**src/rtl/vga_pkg.sv**
```systemverilog
// Shared VGA chain definitions: 800x600 active area, the timing/colour bundle
// passed between stages, and the cursor overlay modes and pixel codes.
package vga_pkg;

    localparam int H_ACTIVE = 800;
    localparam int V_ACTIVE = 600;

    typedef struct packed {
        logic [10:0] hcount;
        logic [10:0] vcount;
        logic        hsync;
        logic        vsync;
        logic        hblnk;
        logic        vblnk;
        logic [11:0] rgb;
    } vga_t;

    typedef enum logic [1:0] {
        CUR_HIDDEN    = 2'd0,
        CUR_ARROW     = 2'd1,
        CUR_CROSSHAIR = 2'd2,
        CUR_RESERVED  = 2'd3
    } cursor_mode_t;

    localparam logic [1:0] PIX_TRANSP  = 2'd0;
    localparam logic [1:0] PIX_OUTLINE = 2'd1;
    localparam logic [1:0] PIX_FILL    = 2'd2;
    localparam logic [1:0] PIX_INVERT  = 2'd3;

endpackage

```
**src/rtl/vga_if.sv**
```systemverilog
// Timing plus colour bundle between VGA pipeline stages.
// Each stage consumes one through "in" and produces one through "out".
interface vga_if;

    logic [10:0] hcount;
    logic [10:0] vcount;
    logic        hsync;
    logic        vsync;
    logic        hblnk;
    logic        vblnk;
    logic [11:0] rgb;

    modport in  (input  hcount, vcount, hsync, vsync, hblnk, vblnk, rgb);
    modport out (output hcount, vcount, hsync, vsync, hblnk, vblnk, rgb);

endinterface

```
**src/rtl/cursor_sprite_rom.sv**
```systemverilog
// Two W x H sprites of 2-bit pixel codes: arrow at index 0, crosshair at 1.
// Address is {index, row, col}; data appears one clock after the address.
module cursor_sprite_rom
    import vga_pkg::*;
#(
    parameter  int W  = 16,
    parameter  int H  = 16,
    localparam int XW = $clog2(W),
    localparam int YW = $clog2(H)
) (
    input  logic             clk,
    input  logic [XW+YW:0]   addr,
    output logic [1:0]       data
);

    logic [1:0] data_q;
    logic [1:0] data_d;
    int         row;
    int         col;

    // Arrow: left-justified triangle with outlined edges and bottom row.
    // Crosshair: one inverting column and row through the sprite centre.
    always_comb begin
        row    = int'(addr[XW +: YW]);
        col    = int'(addr[XW-1:0]);
        data_d = PIX_TRANSP;
        if (addr[XW+YW]) begin
            if (col == W / 2 || row == H / 2) begin
                data_d = PIX_INVERT;
            end
        end else if (col <= row) begin
            if (col == 0 || col == row || row == H - 1) begin
                data_d = PIX_OUTLINE;
            end else begin
                data_d = PIX_FILL;
            end
        end
    end

    always_ff @(posedge clk) begin
        data_q <= data_d;
    end

    assign data = data_q;

endmodule

```
**src/rtl/draw_cursor.sv**
```systemverilog
// Pipelined mouse-cursor overlay: sprite drawn over the incoming picture at
// a position and mode sampled once per frame, with 2 cycles of latency.
module draw_cursor
    import vga_pkg::*;
#(
    parameter int          SPRITE_W    = 16,
    parameter int          SPRITE_H    = 16,
    parameter int          HOT_X       = 0,
    parameter int          HOT_Y       = 0,
    parameter logic [11:0] COL_OUTLINE = 12'h000,
    parameter logic [11:0] COL_FILL    = 12'hFFF
) (
    input  logic        clk40MHz,
    input  logic        rst,
    input  logic [11:0] xpos,
    input  logic [11:0] ypos,
    input  logic [1:0]  mode,
    vga_if.in           in,
    vga_if.out          out
);

    localparam int XW = $clog2(SPRITE_W);
    localparam int YW = $clog2(SPRITE_H);

    logic [11:0]        x_lat_q, x_lat_d;
    logic [11:0]        y_lat_q, y_lat_d;
    cursor_mode_t       mode_lat_q, mode_lat_d;
    logic               vblnk_prev_q, vblnk_prev_d;
    vga_t               s1_q, s1_d;
    vga_t               s2_q, s2_d;
    logic               inside_q, inside_d;

    logic signed [12:0] ox, oy;
    logic signed [12:0] dx, dy;
    logic               blank;
    logic               visible;
    logic               on_screen;
    logic [XW+YW:0]     rom_addr;
    logic [1:0]         pix;

    always_comb begin
        x_lat_d      = x_lat_q;
        y_lat_d      = y_lat_q;
        mode_lat_d   = mode_lat_q;
        vblnk_prev_d = in.vblnk;
        if (in.vblnk && !vblnk_prev_q) begin
            x_lat_d    = xpos;
            y_lat_d    = ypos;
            mode_lat_d = cursor_mode_t'(mode);
        end
    end

    always_comb begin
        ox        = $signed({1'b0, x_lat_q}) - 13'(HOT_X);
        oy        = $signed({1'b0, y_lat_q}) - 13'(HOT_Y);
        dx        = $signed({2'b00, in.hcount}) - ox;
        dy        = $signed({2'b00, in.vcount}) - oy;
        blank     = in.hblnk | in.vblnk;
        visible   = (mode_lat_q == CUR_ARROW) ||
                    (mode_lat_q == CUR_CROSSHAIR);
        on_screen = (32'(in.hcount) < H_ACTIVE) &&
                    (32'(in.vcount) < V_ACTIVE);
        inside_d  = !dx[12] && (dx < 13'(SPRITE_W)) &&
                    !dy[12] && (dy < 13'(SPRITE_H)) &&
                    !blank && on_screen && visible;
        // Bit 1 of the mode picks the sprite: ARROW=01 -> 0, CROSSHAIR=10 -> 1.
        rom_addr  = {mode_lat_q[1], dy[YW-1:0], dx[XW-1:0]};

        s1_d.hcount = in.hcount;
        s1_d.vcount = in.vcount;
        s1_d.hsync  = in.hsync;
        s1_d.vsync  = in.vsync;
        s1_d.hblnk  = in.hblnk;
        s1_d.vblnk  = in.vblnk;
        s1_d.rgb    = in.rgb;
    end

    cursor_sprite_rom #(
        .W (SPRITE_W),
        .H (SPRITE_H)
    ) u_rom (
        .clk  (clk40MHz),
        .addr (rom_addr),
        .data (pix)
    );

    always_comb begin
        s2_d = s1_q;
        if (inside_q) begin
            unique case (pix)
                PIX_OUTLINE: s2_d.rgb = COL_OUTLINE;
                PIX_FILL:    s2_d.rgb = COL_FILL;
                PIX_INVERT:  s2_d.rgb = ~s1_q.rgb;
                default:     s2_d.rgb = s1_q.rgb;
            endcase
        end
    end

    // The edge detector resets high so a reset released inside vertical
    // blanking cannot be mistaken for a new frame and latch a cursor early.
    always_ff @(posedge clk40MHz) begin
        if (rst) begin
            x_lat_q      <= '0;
            y_lat_q      <= '0;
            mode_lat_q   <= CUR_HIDDEN;
            vblnk_prev_q <= 1'b1;
            s1_q         <= '0;
            s2_q         <= '0;
            inside_q     <= 1'b0;
        end else begin
            x_lat_q      <= x_lat_d;
            y_lat_q      <= y_lat_d;
            mode_lat_q   <= mode_lat_d;
            vblnk_prev_q <= vblnk_prev_d;
            s1_q         <= s1_d;
            s2_q         <= s2_d;
            inside_q     <= inside_d;
        end
    end

    assign out.hcount = s2_q.hcount;
    assign out.vcount = s2_q.vcount;
    assign out.hsync  = s2_q.hsync;
    assign out.vsync  = s2_q.vsync;
    assign out.hblnk  = s2_q.hblnk;
    assign out.vblnk  = s2_q.vblnk;
    assign out.rgb    = s2_q.rgb;

endmodule
```
**src/flat_wrapper.sv**
```systemverilog
// flat-port wrapper written by rule: the top's interface ports become plain ports
module draw_cursor_flat import vga_pkg::*;
#(
    parameter int          SPRITE_W    = 16,
    parameter int          SPRITE_H    = 16,
    parameter int          HOT_X       = 0,
    parameter int          HOT_Y       = 0,
    parameter logic [11:0] COL_OUTLINE = 12'h000,
    parameter logic [11:0] COL_FILL    = 12'hFFF
)
  (clk40MHz, rst, xpos, ypos, mode, in_hcount, in_vcount, in_hsync, in_vsync, in_hblnk, in_vblnk, in_rgb, out_hcount, out_vcount, out_hsync, out_vsync, out_hblnk, out_vblnk, out_rgb);
  vga_if in_i ();
  vga_if out_i ();
  input  logic clk40MHz;
  input  logic rst;
  input  logic [11:0] xpos;
  input  logic [11:0] ypos;
  input  logic [1:0] mode;
  input wire logic [$bits(in_i.hcount)-1:0] in_hcount;
  input wire logic [$bits(in_i.vcount)-1:0] in_vcount;
  input wire logic [$bits(in_i.hsync)-1:0] in_hsync;
  input wire logic [$bits(in_i.vsync)-1:0] in_vsync;
  input wire logic [$bits(in_i.hblnk)-1:0] in_hblnk;
  input wire logic [$bits(in_i.vblnk)-1:0] in_vblnk;
  input wire logic [$bits(in_i.rgb)-1:0] in_rgb;
  output wire logic [$bits(out_i.hcount)-1:0] out_hcount;
  output wire logic [$bits(out_i.vcount)-1:0] out_vcount;
  output wire logic [$bits(out_i.hsync)-1:0] out_hsync;
  output wire logic [$bits(out_i.vsync)-1:0] out_vsync;
  output wire logic [$bits(out_i.hblnk)-1:0] out_hblnk;
  output wire logic [$bits(out_i.vblnk)-1:0] out_vblnk;
  output wire logic [$bits(out_i.rgb)-1:0] out_rgb;
  assign in_i.hcount = in_hcount;
  assign in_i.vcount = in_vcount;
  assign in_i.hsync = in_hsync;
  assign in_i.vsync = in_vsync;
  assign in_i.hblnk = in_hblnk;
  assign in_i.vblnk = in_vblnk;
  assign in_i.rgb = in_rgb;
  assign out_hcount = out_i.hcount;
  assign out_vcount = out_i.vcount;
  assign out_hsync = out_i.hsync;
  assign out_vsync = out_i.vsync;
  assign out_hblnk = out_i.hblnk;
  assign out_vblnk = out_i.vblnk;
  assign out_rgb = out_i.rgb;
  draw_cursor #(.SPRITE_W(SPRITE_W), .SPRITE_H(SPRITE_H), .HOT_X(HOT_X), .HOT_Y(HOT_Y), .COL_OUTLINE(COL_OUTLINE), .COL_FILL(COL_FILL)) u_core (.clk40MHz(clk40MHz), .rst(rst), .xpos(xpos), .ypos(ypos), .mode(mode), .in(in_i), .out(out_i));
endmodule
```
**config.mk**
```make
export PLATFORM = sky130hd
export DESIGN_NAME = draw_cursor_flat
export DESIGN_NICKNAME = d
export VERILOG_FILES = /design/src/rtl/vga_pkg.sv /design/src/rtl/vga_if.sv /design/src/rtl/cursor_sprite_rom.sv /design/src/rtl/draw_cursor.sv /design/src/flat_wrapper.sv
export SDC_FILE = /design/constraint.sdc
export NUM_CORES = 1
export LEC_CHECK = 0
export ABC_AREA = 1
export BUFFER_PORTS_ARGS = -buffer_cell sky130_fd_sc_hd__buf_2
export CAP_MARGIN = 20
export CORE_UTILIZATION = 49
export DETAILED_ROUTE_END_ITERATION = 8
export PLACE_DENSITY = 0.76
export SYNTH_ARGS = -nofsm -noshare
export SYNTH_HDL_FRONTEND = slang
export SYNTH_SLANG_ARGS = --single-unit
```
**constraint.sdc**
```tcl
create_clock -name clk40MHz -period 2.25 [get_ports clk40MHz]
set_clock_uncertainty 0.05 [all_clocks]
set_input_delay 0.225 -clock clk40MHz [delete_from_list [all_inputs] [get_ports clk40MHz]]
set_output_delay 0.225 -clock clk40MHz [all_outputs]
set_load 0.005 [all_outputs]
```
==> flow_summary.toml <==
[placement]
place.detailed.hpwl_mm = 7.96
placement_cell_area_sq_mm = 0.00539
numPlacedInstances = 869
place.gp.congestion = 0.850
port_buffers = 103

[layout]
flow.area_growth_from_synthesis_pct = 24.1
drive_above_1_share_pct = 21.8
multi_input_area_sq_mm = 0.00215
final_nets = 858
reg_area_sq_mm = 0.00212
num-fill-cells = 853
design_area_sq_mm = 0.00586
final_cell_count_no_fill = 898
n_antenna_cell = 0

[power]
clockPowerShare_pct = 31.3
switching_power_uw = 1300
switching_share_pct = 31.0
p_total_uw = 4200
power.sequential.fraction_pct = 48.3
power.leakage_uw = 0.00304
power_density_mw_per_mm2 = 717
combPwrFrac_pct = 20.4
internal_uw = 2900
vdd.ir_drop.worst_uv = 400

[synth]
ys_seq_elements = 106
synth_top_cell_by_area = "dfxtp_1"
postSynthCellCount = 648
most_numerous_cell_in_the_yosys_netlist = "inv_1"
avgSynthCellArea_sq_um = 7.29
synthesis.nets = 742
mappedNetlistArea_sq_mm = 0.00472
seq_area_frac_synth_pct = 45.0
synth-async-reset-ratio_pct = 0
synth_top_area_share_pct = 45.0
synth-edff-count = 0
yosysWarningCount = 0
ys.flop_type = "dfxtp_1"
netlist_top_cells_area = "dfxtp_1 (45%), inv_1 (11%), nor2_1 (8.3%), nand2_1 (8.0%), ha_1 (6.9%)"
synth_cell_type_count = 27
synth.cells.most_frequent = "inv_1 (134), dfxtp_1 (106), nor2_1 (105)"

[timing]
worst-slew-pin-transition_ns = 0.606
relSlewSlack_pct = 59.6
timing.final.setup_violations = 0
max_freq_mhz = 447
hold_violations = 0
fin_crit_ns = 2.23
period_share_pct = 99.3
report.final.slew_viol_count = 0

[floorplan]
ioPinCount = 104
die-area_sq_mm = 0.0100
core_region_area_sq_mm = 0.00928
die_width_um = 100
fp.dieH_um = 100
floorplan.rows = 35
initial_core_util_pct = 50.8

[route]
drtPass1Iterations = 5
wl_mm = 11.2
drtAntennaViolNets = 0
initialDrtViolationCount = 205
post-route-drc-count = 0
wl_per_cell_um = 12.4
routed_via_density = 4.83
routed-via-count = 4337

[setup_path]
critical_path.max_fanout = 3
worst-endpoint-arrival_ns = 2.45
critPathLaunchType = "register"
critical_path_capture_point_type = "register"
worstPathRequired_ns = 2.46
critical_path_class = "reg -> reg"

[clock_tree]
clockRootBuffer = "clkbuf_8"
cts_buffers = 9
cts.path.max_buffers = 2
htreeDepth = 3
worstSkewPairLatency_ns = 0.38
cts.clk_slew.worst_paths_ns = 0.12
tritoncts = "built"
clock-sinks = 106

[grt]
grt_remaining_overflow = 0
grt_pass1_vias = 3869
grt_antenna_before_repair = 0
grt_first_pass_wirelength_mm = 17.1
groute.usage.overall_pct = 21.6
maximum_number_of_pins_on_one_net_before_global_route_repair = 65

[run]
drv.max_cap_violation_count = 0

[worst_hold_path]
min-delay-path-class = "in -> reg"

[status]
outcome = "finished, final reports clean"
## kinds of logic after synthesis
family | Yosys count | synth area share, %
compound gates | 101 | 11.3
flops | 106 | 45.0
simple gates | 255 | 22.8
fa+ha+maj | 28 | 7.74
buf+inv | 153 | 12.2
xor+xnor | 5 | 0.928
## path summary, 6_finish.rpt
check | from | end | slack [ns] | cells after the start
worst max-delay path | u_core.y_lat_q[0] | u_core.u_rom.data[0] | 0.02 | 12
worst min-delay path | in_hsync | u_core.s1_q[15] | 0.003 | 3
worst max register to register | u_core.y_lat_q[0] | u_core.u_rom.data[0] | 0.02 | 12
worst min register to register | u_core.s1_q[12] | u_core.out.vblnk | 0.35 | 2
## layer usage
layer,vias to the layer above,GRT usage (%),share of wire (%)
li1,2229,-,-
met1,1943,27.2,45
met2,131,37.4,48
met3,34,3.27,4.3
met4,0,8.03,2.5
met5,-,0,0
## critical path, cell delays in order (launching register included)
cell and delay (ns):
dfxtp_1 0.33, ha_2 0.19, fa_2 0.40, xnor2_2 0.17
inv_1 0.13, ha_4 0.29, nand2_1 0.08, o21ai_2 0.16
nand2_1 0.06, inv_1 0.07, nor2_2 0.05, nand2_1 0.07
nand2_1 0.06
## per-stage QoR
stage	utilization, %	setup slack [ns]	setup TNS, ns	hold WS (ns)
2_1_floorplan	-	0.167	0	0.282
3_3_place_gp	58.0	0.0781	0	0.341
3_5_place_dp	58.0	-0.112	-0.128	0.343
4_1_cts	61.8	0.0263	0	0.000341
5_1_grt	63.1	-0.0499	-0.0859	0.00174
6_report	63.1	0.0151	0	0.00252
## area by class of cell
| class | instances | share of cell area, % |
|---|---|---|
| repair buffers | 124 | 11.8 |
| clock buffers | 9 | 2.11 |
| multi-input cells | 389 | 36.6 |
| well taps | 129 | 2.75 |
| clock inverters | 7 | 1.84 |
| inverters | 134 | 8.58 |
| flip-flops and latches | 106 | 36.3 |
## registers in the layout (all words and copies together), names as in the netlist
register             count
u_core.inside_q          1
u_core.x_lat_q          12
u_core.out.vblnk         1
u_core.y_lat_q          12
u_core.out.hcount       11
u_core.out.vcount       11
u_core.s1_q             38
u_core.out.rgb          12
u_core.out.vsync         1
u_core.vblnk_prev_q      1
u_core.u_rom.data        2
u_core.out.hblnk         1
u_core.mode_lat_q        2
u_core.out.hsync         1
## repair_timing
action / 4_1_cts / 5_1_grt
endpoints found under the setup margin: 2 / 2
hold endpoints to repair: 7 / 1
gates resized for setup: 6 / 17
pin swaps: 2 / 5
buffers inserted: 2 / 3
hold buffers: 7 / 1
## power by group through the flow
stage	Combinational [uW]	Clock, uW	Sequential, uW
2_1_floorplan	510	0	2050
3_3_place_gp	690	0	2070
3_5_place_dp	718	0	2070
4_1_cts	761	1320	2030
5_1_grt	956	1400	2040
6_report	856	1310	2030
## cell usage in the layout (no fill, tap or decap), types with 2 or more instances in the layout
| cell | Yosys | routed |
|---|---|---|
| a21oi_1 | 35 | 33 |
| a21oi_2 | 2 | 4 |
| a31oi_1 | 13 | 13 |
| buf_2 | 1 | 103 |
| buf_4 | 0 | 13 |
| clkbuf_8 | 0 | 9 |
| clkinv_8 | 0 | 2 |
| dfxtp_1 | 106 | 104 |
| dfxtp_2 | 0 | 2 |
| dlygate4sd3_1 | 0 | 8 |
| ha_1 | 26 | 20 |
| ha_4 | 0 | 5 |
| inv_1 | 134 | 132 |
| inv_2 | 0 | 2 |
| nand2_1 | 101 | 100 |
| nand2_2 | 6 | 7 |
| nand3_1 | 26 | 24 |
| nand3_2 | 2 | 4 |
| nand3b_1 | 3 | 3 |
| nand4_1 | 5 | 5 |
| nor2_1 | 105 | 104 |
| nor3_1 | 3 | 3 |
| o21ai_0 | 48 | 47 |
| or2_4 | 2 | 2 |
| xnor2_2 | 0 | 2 |
| xor2_2 | 0 | 2 |
No activity file was read; power rests on OpenSTA's default activity.
